==> src/rtl/inorder_pipe_core.sv <==
// inorder_pipe_core: 3-stage in-order core (Decode/Read, Execute, Writeback)
// with valid/ready handshakes, E->D operand forwarding and output back-pressure.
// Optional build macro STATUS_FLAGS_EN adds carry_flag/zero_flag outputs.
module inorder_pipe_core #(
    parameter int DATA_W     = 8,
    parameter int REG_ADDR_W = 3
) (
    input  logic                               clk,
    input  logic                               reset,
    input  logic                               instr_valid,
    output logic                               instr_ready,
    input  logic [3+3*REG_ADDR_W+DATA_W-1:0]   instruction,
    output logic                               result_valid,
    input  logic                               result_ready,
    output logic [DATA_W-1:0]                  result,
    output logic [REG_ADDR_W-1:0]              result_dst,
`ifdef STATUS_FLAGS_EN
    output logic                               carry_flag,
    output logic                               zero_flag,
`endif
    output logic                               busy
);

    localparam int NREGS   = 2**REG_ADDR_W;
    localparam int INSTR_W = 3 + 3*REG_ADDR_W + DATA_W;
    localparam int SHAMT_W = $clog2(DATA_W);

    typedef enum logic [2:0] {
        OP_ADD = 3'b000,
        OP_SUB = 3'b001,
        OP_AND = 3'b010,
        OP_OR  = 3'b011,
        OP_XOR = 3'b100,
        OP_SHL = 3'b101,
        OP_LDI = 3'b110,
        OP_NOP = 3'b111
    } opcode_e;

    // Instruction fields, MSB first: {opcode, dst, srcA, srcB, imm}
    opcode_e               in_op;
    logic [REG_ADDR_W-1:0] in_dst;
    logic [REG_ADDR_W-1:0] in_srca;
    logic [REG_ADDR_W-1:0] in_srcb;
    logic [DATA_W-1:0]     in_imm;

    assign in_op   = opcode_e'(instruction[INSTR_W-1 -: 3]);
    assign in_dst  = instruction[INSTR_W-4 -: REG_ADDR_W];
    assign in_srca = instruction[INSTR_W-4-REG_ADDR_W -: REG_ADDR_W];
    assign in_srcb = instruction[INSTR_W-4-2*REG_ADDR_W -: REG_ADDR_W];
    assign in_imm  = instruction[DATA_W-1:0];

    // Register file
    logic [DATA_W-1:0] rf_q [NREGS];

    // Decode/Read stage
    logic                  dec_valid_q;
    opcode_e               dec_op_q;
    logic [REG_ADDR_W-1:0] dec_dst_q;
    logic [REG_ADDR_W-1:0] dec_srca_q;
    logic [REG_ADDR_W-1:0] dec_srcb_q;
    logic [DATA_W-1:0]     dec_imm_q;

    // Execute stage
    logic                  exe_valid_q;
    opcode_e               exe_op_q;
    logic [REG_ADDR_W-1:0] exe_dst_q;
    logic [DATA_W-1:0]     exe_a_q;
    logic [DATA_W-1:0]     exe_b_q;
    logic [DATA_W-1:0]     exe_imm_q;
    logic [DATA_W-1:0]     exe_a_d;
    logic [DATA_W-1:0]     exe_b_d;
    logic                  exe_writes;

    // Writeback / output stage
    logic                  result_valid_q;
    logic [DATA_W-1:0]     result_q;
    logic [REG_ADDR_W-1:0] result_dst_q;
    logic [DATA_W-1:0]     wb_result_d;

    logic                  advance;

    // The whole pipeline moves only when the output is not blocked.
    assign advance    = !(result_valid_q && !result_ready);
    assign exe_writes = exe_valid_q && (exe_op_q != OP_NOP);

    // An E-stage writer targeting a D-stage source supplies its ALU result
    // directly; W has already committed to the register file.
    assign exe_a_d = (exe_writes && (exe_dst_q == dec_srca_q)) ? wb_result_d : rf_q[dec_srca_q];
    assign exe_b_d = (exe_writes && (exe_dst_q == dec_srcb_q)) ? wb_result_d : rf_q[dec_srcb_q];

    // ALU: compute the E-stage result.
    always_comb begin
        // NOTE: default assignment first so no path leaves wb_result_d unassigned (no latch).
        wb_result_d = '0;
        case (exe_op_q)
            OP_ADD:  wb_result_d = exe_a_q + exe_b_q;
            OP_SUB:  wb_result_d = exe_a_q - exe_b_q;
            OP_AND:  wb_result_d = exe_a_q & exe_b_q;
            OP_OR:   wb_result_d = exe_a_q | exe_b_q;
            OP_XOR:  wb_result_d = exe_a_q ^ exe_b_q;
            OP_SHL:  wb_result_d = exe_a_q << exe_b_q[SHAMT_W-1:0];
            OP_LDI:  wb_result_d = exe_imm_q;
            default: wb_result_d = '0;
        endcase
    end

    // Register file write, committed on the same edge W is loaded.
    always_ff @(posedge clk) begin
        if (!reset) begin
            // NOTE: the register file is architecturally cleared by reset, so it is a
            // flop array rather than a RAM macro; every entry must be reset here.
            for (int i = 0; i < NREGS; i++) begin
                rf_q[i] <= '0;
            end
        end else if (advance && exe_writes) begin
            // NOTE: non-blocking assignment so all stages sample pre-edge values.
            rf_q[exe_dst_q] <= wb_result_d;
        end
    end

    // Decode stage: capture an accepted instruction.
    always_ff @(posedge clk) begin
        if (!reset) begin
            dec_valid_q <= 1'b0;
            dec_op_q    <= OP_ADD;
            dec_dst_q   <= '0;
            dec_srca_q  <= '0;
            dec_srcb_q  <= '0;
            dec_imm_q   <= '0;
        end else if (advance) begin
            dec_valid_q <= instr_valid;
            if (instr_valid) begin
                dec_op_q   <= in_op;
                dec_dst_q  <= in_dst;
                dec_srca_q <= in_srca;
                dec_srcb_q <= in_srcb;
                dec_imm_q  <= in_imm;
            end
        end
    end

    // Execute stage: latch operands (with forwarding) from D.
    always_ff @(posedge clk) begin
        if (!reset) begin
            exe_valid_q <= 1'b0;
            exe_op_q    <= OP_ADD;
            exe_dst_q   <= '0;
            exe_a_q     <= '0;
            exe_b_q     <= '0;
            exe_imm_q   <= '0;
        end else if (advance) begin
            exe_valid_q <= dec_valid_q;
            exe_op_q    <= dec_op_q;
            exe_dst_q   <= dec_dst_q;
            exe_a_q     <= exe_a_d;
            exe_b_q     <= exe_b_d;
            exe_imm_q   <= dec_imm_q;
        end
    end

    // Writeback stage: load the output register; NOPs and bubbles leave it empty.
    always_ff @(posedge clk) begin
        if (!reset) begin
            result_valid_q <= 1'b0;
            result_q       <= '0;
            result_dst_q   <= '0;
        end else if (advance) begin
            result_valid_q <= exe_writes;
            if (exe_writes) begin
                result_q     <= wb_result_d;
                result_dst_q <= exe_dst_q;
            end
        end
    end

`ifdef STATUS_FLAGS_EN
    logic              carry_d;
    logic              carry_q;
    logic              zero_q;
    logic [DATA_W:0]   sum_ext;

    assign sum_ext = {1'b0, exe_a_q} + {1'b0, exe_b_q};

    // Carry for ADD, borrow for SUB, otherwise clear.
    always_comb begin
        carry_d = 1'b0;
        case (exe_op_q)
            OP_ADD:  carry_d = sum_ext[DATA_W];
            OP_SUB:  carry_d = (exe_a_q < exe_b_q);
            default: carry_d = 1'b0;
        endcase
    end

    // Status flags track every result load.
    always_ff @(posedge clk) begin
        if (!reset) begin
            carry_q <= 1'b0;
            zero_q  <= 1'b0;
        end else if (advance && exe_writes) begin
            carry_q <= carry_d;
            zero_q  <= (wb_result_d == '0);
        end
    end

    assign carry_flag = carry_q;
    assign zero_flag  = zero_q;
`endif

    assign instr_ready  = advance;
    assign result_valid = result_valid_q;
    assign result       = result_q;
    assign result_dst   = result_dst_q;
    assign busy         = dec_valid_q | exe_valid_q | result_valid_q;

endmodule

==> config.mk <==
export PLATFORM = sky130hd
export DESIGN_NAME = inorder_pipe_core
export DESIGN_NICKNAME = d
export VERILOG_FILES = /design/src/rtl/inorder_pipe_core.sv
export SDC_FILE = /design/constraint.sdc
export NUM_CORES = 1
export LEC_CHECK = 0
export ABC_AREA = 1
export CORE_AREA = 2 2 118 120
export CTS_CLUSTER_DIAMETER = 120
export DETAILED_ROUTE_END_ITERATION = 10
export DIE_AREA = 0 0 120 122
export GPL_ROUTABILITY_DRIVEN = 1
export GPL_TIMING_DRIVEN = 0
export PLACE_DENSITY = 0.77
export SYNTH_ARGS = -nofsm -noshare
export SYNTH_HDL_FRONTEND = slang
export SYNTH_SLANG_ARGS = --single-unit
==> constraint.sdc <==
create_clock -name clk -period 2.35 [get_ports clk]
set_input_delay 0.235 -clock clk [delete_from_list [all_inputs] [get_ports clk]]
set_output_delay 0.235 -clock clk [all_outputs]
set_load 0.01 [all_outputs]
==> run metrics, run 1 <==
run status finished, violations left; failing checks setup timing; setup ws final -0.123 ns; Hold Vio Cnt, Final 0; RSZ-0062 raised after global routing true; crit path max fanout 4; Hold Crit Class input port to register; yosys warns 0; EDFF count, synth between 60 and 70; row count 43; largest family of logic cells by synthesized area simple AND/OR/NAND/NOR gates; Port Buf Inserts 36; layout cells sized above 1 between 10% and 20%; Crit path max-delay family simple AND/OR/NAND/NOR gates; Routed Antenna Nets 0; Synth Area in Compound Gates between 10% and 20%; minimum clock period about 2.5 ns; Die Y 122 um; Worst Tran Pin Value 0.648 ns; Post-Synth Simple-Gate Area approximately 23%; antenna cells 0; count of cell types in the netlist 44; Post-route DRC 0; largest net degree at the start of global routing 17; root buf cell clkbuf_16; Final nets 1097; Max-Cap Viols 0; mux contribution to synthesized area 0%; Seq/Total Area, Yosys 44.1%; Setup Skew 0.0169 ns; top_reg_cell synth edfxtp_1; Max IR drop VDD ~0.00097 V; CP max-delay cell dfxtp_4; die area 0.0146 sq mm; leakage power about 3.8 nW; Detailed Place HPWL about 15000 um; Mapped Cells 962; total power 7.60 mW; floorplan core area between 0.01 and 0.015 sq mm; period utilization 105%; endpoints failing setup 47; CTS tree done; crit path capture type register; DRT Pass-1 Iters 6; Crit path top cell by count nand2_2; CP bufs+invs 4; synth-to-layout area growth 23.9%; WL/cell 17.7 um; clk_lat worst skew roughly 0.43 ns; Total GRT Usage 30.0%; met2 Use GR 48.3%; syn_nets between 1000 and 1500; Adder-Cell Fraction of Synth Area ~4.6%; Initial Util a little over half; vias in the first global route 6545; Startpoint Class register; Synth Area in XOR/XNOR around 1.4%; Die Span X between 100 and 150 um; pwr dens about 840 mW/mm^2; Clock Sinks 128; M3 GR Usage between 5 and 6%; H-tree depth 4; I/O pins 38; placer congestion estimate 0.959; vias per cell around 5.7; initial drt markers 906; clk slew on worst S/H paths ~0.060 ns; Critical Path RT 2.71 ns; fin. max-slew vios 0; Worst Path Arrival around 2.8 ns; ys async rst share 0%; via count between 7000 and 8000; first-pass GRT wire length between 30000 and 40000 um; final instance area 0.00900 sq mm; worst-path cell chain buf_4, nor2_4, nand2_2, nand2_4, xor2_1, inv_1, ha_4, nand2_2, nor2_2, nor3_2, nand3b_1, nand3_4, clkinvlp_4, buf_12, a21oi_2; placed instance area a little under 0.008 sq mm; grt met1 use 38.4%; busiest grt layer met2; CTS Hold Buffers Added 0; Total Wirelength approximately 22000 um; CTS buffer count 17; crit path kind register to register; max_slew headroom between 50% and 60%; Largest stage delay, worst path 0.37 ns; clock buffer depth 2; commonest non-fill, non-tap cells in the layout nand2_1 (148), o21ai_0 (134), nor2_1 (133); Mapped Avg Cell Area 7.55 sq um; fmax between 400 and 500 MHz; most common cell after layout, fill and taps aside nand2_1; final core utilization approximately 67%; synthesized flop and latch total around 130; mapped cell area 0.00726 sq mm; global route overflow 0; initial antenna violation count 0
## logic make-up after synthesis
group / count (synthesis)
simple gates: 385
compound gates: 247
buf+inv: 164
flops: 128
fa+ha+maj: 26
xor+xnor: 12
## flip-flops by register name, indices dropped and copies added, names as in the netlist
register,flops
rf_q,64
dec_imm_q,8
exe_a_q,8
exe_b_q,8
exe_imm_q,8
result,8
dec_dst_q,3
dec_op_q,3
dec_srca_q,3
dec_srcb_q,3
exe_dst_q,3
exe_op_q,3
result_dst,3
dec_valid_q,1
exe_valid_q,1
result_valid,1
## path summary, 6_finish.rpt
| kind | startpoint | to | slack [ns] | cells after the start |
|---|---|---|---|---|
| hold reg to reg | dec_valid_q$_SDFFE_PN0N_ | dec_valid_q$_SDFFE_PN0N_ | 0.48 | 2 |
| setup / recovery | exe_b_q[1]$_SDFFE_PN0N_ | result[4]$_SDFFE_PN0P_ | -0.12 | 15 |
| hold / removal | reset | dec_valid_q$_SDFFE_PN0N_ | 0.33 | 3 |
| setup reg to reg | exe_b_q[1]$_SDFFE_PN0N_ | result[4]$_SDFFE_PN0P_ | -0.12 | 15 |
## timing repair
| action | in CTS | in global routing |
|---|---|---|
| setup endpoints to repair | 74 | 113 |
| hold endpoints to repair | 0 | 0 |
| resized for setup | 46 | 44 |
| buffers inserted | 19 | 10 |
| gates cloned | 1 | 1 |
| pin swaps | 22 | 25 |
## layout make-up
type / instances / area, sq um
fill: 1132 / 4510
buffer: 45 / 214
timing repair buffer: 65 / 614
timing repair inverter: 1 / 7.51
tap: 180 / 225
clock buffer: 18 / 429
multi-input combinational: 671 / 3630
inverter: 118 / 490
sequential: 128 / 3220
clock inverter: 14 / 168
## worst min-delay path: cells and delay by family
kind,cells,cell delay (ns)
compound gates,1,0.05
buf+inv,2,0.41
## synthesized netlist by cell type, types with 6 or more instances
library cell	number	area share (%)
o21ai_0	135	9.3
nand2_2	6	0.52
ha_1	25	4.3
o21bai_1	6	0.62
xor2_1	8	0.97
nor2_1	138	7.1
edfxtp_1	64	26
clkbuf_1	31	1.6
buf_2	9	0.62
inv_2	15	0.78
nand3_1	52	3.6
dfxtp_1	64	18
o211ai_1	15	1.6
inv_1	98	5.1
nand2_1	166	8.6
a21oi_1	77	5.3
## metal layers
| metal | vias to the layer above | part of all wire, % |
|---|---|---|
| li1 | 3358 | - |
| met1 | 3245 | 40 |
| met2 | 397 | 47 |
| met3 | 95 | 8.0 |
| met4 | 0 | 4.7 |
| met5 | - | 0 |
## per-stage QoR
step | TNS (ns) | setup slack [ns] | hold slack [ns] | std cells
floorplan | 0 | 0.0241 | 0.402 | 962
global placement | -35.70 | -0.618 | 0.462 | 1178
detailed placement | -39.20 | -0.644 | 0.472 | 1178
CTS | -2.65 | -0.113 | 0.320 | 1230
global route | -9.52 | -0.230 | 0.353 | 1240
finish | -2.63 | -0.123 | 0.328 | 1240
## power breakdown
part / internal [mW] / total [mW] / switching (mW)
Combinational: 0.904 / 2.32 / 1.41
Clock: 1.60 / 2.68 / 1.08
Sequential: 2.48 / 2.60 / 0.123
Total: 4.98 / 7.60 / 2.62
Power figures use the tool's default switching activity.
==> inputs of run 2 (changes only) <==
--- a/config.mk
+++ b/config.mk
@@ -8,5 +8,5 @@
 export ABC_AREA = 1
 export CORE_AREA = 2 2 118 120
-export CTS_CLUSTER_DIAMETER = 120
+export CTS_CLUSTER_DIAMETER = 50
 export DETAILED_ROUTE_END_ITERATION = 10
 export DIE_AREA = 0 0 120 122
==> constraint.sdc (replaced) <==
create_clock -name clk -period 2.35 [get_ports clk]
set_input_delay 0.705 -clock clk [delete_from_list [all_inputs] [get_ports clk]]
set_output_delay 0.705 -clock clk [all_outputs]
set_load 0.01 [all_outputs]
==> run 2 against run 1 <==
Effect of this change: the run still ends with setup timing left; non-clock buffer count up 2; critical path depth down 2; sequential power about the same; core utilization up 1.0 points; worst hold slack better by 0.15 ns; flip-flop and latch count unchanged; register-to-register slack about the same; fmax up 0.53%; combinational power up 3%; via count up 0.85%; power up 0.93%; count of clock-buffer cells in the layout unchanged; critical endpoint unchanged.
==> run metrics, run 2 (synthesis results as in run 1) <==
failing checks setup timing; layout cells sized above 1 16.9%; setup ws final -0.110 ns; clk_lat worst skew approximately 0.43 ns; H-tree depth 4; minimum clock period about 2.5 ns; Comb power frac ~31%; Critical Path RT 2.71 ns; placed cells between 1000 and 1500; Seq pwr share around a third; root buf cell clkbuf_16; vias per cell roughly 5.8; Worst Path Arrival 2.82 ns; clock buffer depth 2; power share of the clock group a little over a third; DRT Pass-1 Iters 6; crit path max fanout 8; antenna cells 0; first-pass GRT wire length between 30000 and 40000 um; switching share of power between 30% and 40%; Final nets 1099; most common cell after layout, fill and taps aside nand2_1; CP bufs+invs 3; Total GRT Usage between 30% and 40%; leakage power 3.81 nW; row count 43; Hold Crit Class register to register; multi-input logic area between 0.003 and 0.004 sq mm; DR top layer met4; Crit path max-delay family simple AND/OR/NAND/NOR gates; Max IR drop VDD 0.000996 V; Die Span X 120 um; CTS tree done; vias in the first global route 6578; sw power between 2 and 3 mW; Detailed Place HPWL around 15000 um; Max-Cap Viols 0; RSZ-0062 raised after global routing true; M1 WL about 8500 um; fin. max-slew vios 0; die area around 0.015 sq mm; crit path kind register to register; largest net degree at the start of global routing 17; Pint 5.00 mW; max reg flops 64; CTS buffer count 17; Clock Sinks ~130; total power 7.67 mW; run status finished, violations left; WL/cell roughly 18 um; via count roughly 7200; number of fill cells in the layout roughly 1100; Largest stage delay, worst path 0.39 ns; Detail Route met3 WL between 1500 and 2000 um; max_slew headroom 46.9%; sum of negative setup slack -1.31 ns; pwr dens 839 mW/mm^2; worst hold margin 0.482 ns; worst-path cell chain clkinv_4, nand3_4, nand2_1, xor2_1, ha_1, nand2_2, nor2_4, nor3_2, nand3b_1, nand3_4, clkinvlp_4, buf_12, a21oi_2; fin cells 1242; commonest non-fill, non-tap cells in the layout nand2_1 (143), o21ai_0 (133), nor2_1 (129); Setup Skew approximately 0.015 ns; Routed Antenna Nets 0; Total Wirelength around 22000 um; CP max-delay cell dfxtp_4; Post-route DRC 0; endpoints failing setup 53; Startpoint Class register; Die Y between 100 and 150 um; final core utilization 67.7%; floorplan core area ~0.014 sq mm; initial antenna violation count 0; Worst R2R Path Depth 13; Crit path top cell by count nand3_4; initial drt markers between 900 and 1000; period utilization 105%; Port Buf Inserts 36; Initial Util 53.8%; Hold Vio Cnt, Final 0; Most flops, register rf_q; routed length on met2 around 11000 um; placer congestion estimate around 0.96; register area about 0.0032 sq mm; Worst Tran Pin Value approximately 0.8 ns; fmax a little over 400 MHz; I/O pins 38; global route overflow 0; Hold Path Depth 2; clk slew on worst S/H paths 0.06 ns; synth-to-layout area growth 25.8%; crit path capture type register; Crit path depth 13
-- run 2: cell count changes in the layout (fill, tap and decap cells not counted), sizes merged --
cell           previous run  this run
inv                     122       118
clkinv                    6        10
dlygate4sd2               0         2
buf                      44        46
clkdlybuf4s50            36        33
clkbuf                   48        49
-- run 2: final timing paths --
path | slack [ns] | from | endpoint
max reg2reg | -0.11 | exe_op_q[2]$_SDFFE_PN0N_ | result[4]$_SDFFE_PN0P_
max | -0.11 | exe_op_q[2]$_SDFFE_PN0N_ | result[4]$_SDFFE_PN0P_
min reg2reg | 0.48 | dec_valid_q$_SDFFE_PN0N_ | dec_valid_q$_SDFFE_PN0N_
min | 0.48 | dec_valid_q$_SDFFE_PN0N_ | dec_valid_q$_SDFFE_PN0N_
-- run 2: worst min-delay path, stage by stage, from the launching register on --
cell and delay [ns]:
dfxtp_1 0.32, nand2_1 0.06, a21oi_1 0.05
-- run 2: cell type report --
class	count	share of cell area, %
plain buffers	46	2.71
clock buffers	18	4.70
clock inverters	14	1.83
inverters	118	5.42
multi-input cells	671	40.7
flip-flops and latches	128	35.2
well taps	180	2.46
repair buffers	66	6.89
repair inverters	1	0.0822
-- run 2: per-stage QoR --
stage                     cell area [sq um]  setup WS (ns)
after floorplan                        7260         0.0241
after global placement                 7850          -1.14
after detailed placement               7850          -1.15
after CTS                              8860         -0.111
after global routing                   9140         -0.246
final                                  9140         -0.110
-- run 2: timing repair --
item / CTS / global route
setup buffers: 20 / 10
cloned: 2 / 0
gates resized for setup: 76 / 53
hold buffers: 0 / 0
pin swaps: 23 / 20
endpoints found under the setup margin: 138 / 59
-- run 2: power by group through the flow --
stage,Combinational [mW],Sequential (mW),Clock [mW]
final,2.38,2.60,2.69
after global routing,2.56,2.61,2.79
after floorplan,1.12,2.60,0
after CTS,2.04,2.59,2.68
after detailed placement,1.64,2.63,0
after global placement,1.63,2.63,0
-- run 2: layer usage --
| metal | up-vias | track usage [%] |
|---|---|---|
| met5 | - | 0 |
| met4 | 0 | 14.0 |
| met3 | 95 | 6.51 |
| met2 | 433 | 49.9 |
| met1 | 3259 | 38.7 |
| li1 | 3368 | - |
==> inputs of run 3 (changes only) <==
- CORE_AREA: 2 2 118 120 -> 4 4 120 122
- DIE_AREA: 0 0 120 122 -> 0 0 124 126
==> run 3 against run 2 <==
Effect of this change: the flow still finishes with violations (setup timing); worst hold slack lost 0.0023 ns; combinational power fell by 6%; power fell by 2.5%; final cell count decreased by 1.2%; clock skew is 0.0041 ns higher; critical path depth up 2; count of clock-buffer cells in the layout unchanged; register-to-register slack about the same; clock power down 2%; wire length fell by 2.4%; final area is 1.6% lower; non-clock buffer count down 11; critical path type unchanged; critical endpoint unchanged; largest cell class unchanged.
==> run metrics, run 3 (synthesis results as in run 1) <==
Critical Path RT between 2 and 3 ns; DRT Pass-1 Iters 5; final core utilization ~68%; crit path kind register to register; antenna cells 0; vias per cell about 5.7; largest net degree at the start of global routing 17; Total Wirelength around 22000 um; CTS buffer count 17; sum of negative setup slack -1.91 ns; Hold Crit Class register to register; Most flops, register rf_q; initial drt markers around 900; Final nets around 1100; routed length on met2 approximately 10000 um; total power between 7 and 8 mW; floorplan core area 0.0132 sq mm; fmax about 410 MHz; Clock Sinks ~130; row count 42; CTS tree done; Place WS -1.17 ns; M1 WL 8550 um; CTS Hold Buffers Added 0; commonest non-fill, non-tap cells in the layout nand2_1 (149), o21ai_0 (134), nor2_1 (124); placed instance area ~0.0078 sq mm; via count between 6000 and 7000; worst-path cell chain buf_12, nor2_4, nand2_2, nand2_4, xor2_1, inv_1, ha_4, nand2_1, nor2_1, nor3_1, nand3b_1, nand3_4, clkinvlp_4, buf_12, a21oi_2; root buf cell clkbuf_16; clock buffer depth 2; Max-Cap Viols 0; H-tree depth 4; Startpoint Class register; clk_lat worst skew approximately 0.43 ns; most common cell after layout, fill and taps aside nand2_1; Post-route DRC 0; Crit path top cell by count buf_12; RSZ-0062 raised after global routing true; final instance area between 0.008 and 0.009 sq mm; die area between 0.015 and 0.02 sq mm; Die Y ~130 um; leakage power ~3.8 nW; Detail Route met3 WL between 1500 and 2000 um; crit path capture type register; clk slew on worst S/H paths 0.06 ns; initial antenna violation count 0; run status finished, violations left; setup ws final -0.0971 ns; max reg flops 64; DR top layer met4; crit path max fanout 4; Hold Vio Cnt, Final 0; placer congestion estimate a little under 1; global route overflow 0; first-pass GRT wire length about 34000 um; Total GRT Usage about 28%; Worst Path Arrival ~2.8 ns; endpoints failing setup 37; CP max-delay cell dfxtp_4; Die Span X 124 um; Crit path max-delay family simple AND/OR/NAND/NOR gates; WL/cell between 15 and 20 um; period utilization 104%; Setup Skew ~0.019 ns; Largest stage delay, worst path 0.36 ns; Worst Tran Pin Value around 0.94 ns; max_slew headroom between 30 and 40%; Detailed Place HPWL 15300 um; pwr dens a little over 800 mW/mm^2; Routed Antenna Nets 0; layout cells sized above 1 between 15 and 20%; Initial Util a little under three fifths; failing checks setup timing; Port Buf Inserts 36; vias in the first global route approximately 6600; minimum clock period ~2.4 ns; I/O pins 38; synth-to-layout area growth 23.8%; fin. max-slew vios 0; CP bufs+invs 4; Max IR drop VDD between 0.0009 and 0.001 V
[run 3: cell types whose count changed in the layout (fill, tap and decap cells not counted), sizes merged]
cell,delta
dlygate4sd2,-1
inv,-4
bufinv,+1
clkinv,+4
buf,-11
clkinvlp,-1
dlymetal6s2s,+1
[run 3: metrics by stage]
stage / hold WS (ns) / std cells
after CTS: 0.485 / 1225
after global placement: 0.461 / 1174
final: 0.480 / 1227
after detailed placement: 0.465 / 1174
after global routing: 0.500 / 1227
after floorplan: 0.430 / 962
[run 3: final cells by class]
type / instances / area (sq um)
Buffer: 46 / 249
Inverter: 118 / 493
Multi-Input combinational cell: 671 / 3660
Tap cell: 176 / 220
Clock buffer: 18 / 429
Fill cell: 1060 / 4200
Clock inverter: 14 / 164
Sequential cell: 128 / 3210
Timing Repair Buffer: 55 / 551
Timing Repair inverter: 1 / 7.51
[run 3: worst paths after layout]
check | start | end | slack [ns] | cells past startpoint
worst min-delay path | result_dst[0]$_SDFFE_PN0P_ | result_dst[0]$_SDFFE_PN0P_ | 0.48 | 2
worst max register to register | exe_b_q[1]$_SDFFE_PN0N_ | result[4]$_SDFFE_PN0P_ | -0.1 | 15
worst min register to register | result_dst[0]$_SDFFE_PN0P_ | result_dst[0]$_SDFFE_PN0P_ | 0.48 | 2
worst max-delay path | exe_b_q[1]$_SDFFE_PN0N_ | result[4]$_SDFFE_PN0P_ | -0.1 | 15
[run 3: power breakdown]
group | total, mW | internal [mW] | switching [mW]
sequential | 2.60 | 2.48 | 0.120
combinational | 2.23 | 0.839 | 1.39
clock | 2.64 | 1.66 | 0.980
total | 7.47 | 4.98 | 2.49
[run 3: timing repair]
action                                  in CTS  in global routing
pin swaps                                   22                 12
cloned                                       2                  0
endpoints found under the setup margin     130                 61
buffers inserted                            17                  2
gates resized for setup                     85                 33
[run 3: metal layers]
layer  track usage, %  up-vias
li1                 -     3340
met1             35.9     3184
met2             45.4      376
met3             6.23       66
met4             13.3        0
met5                0        -
[run 3: worst min-delay path, stage by stage (launching register included)]
cell and delay (ns):
dfxtp_1 0.31, nand3_1 0.08, nand2_1 0.05
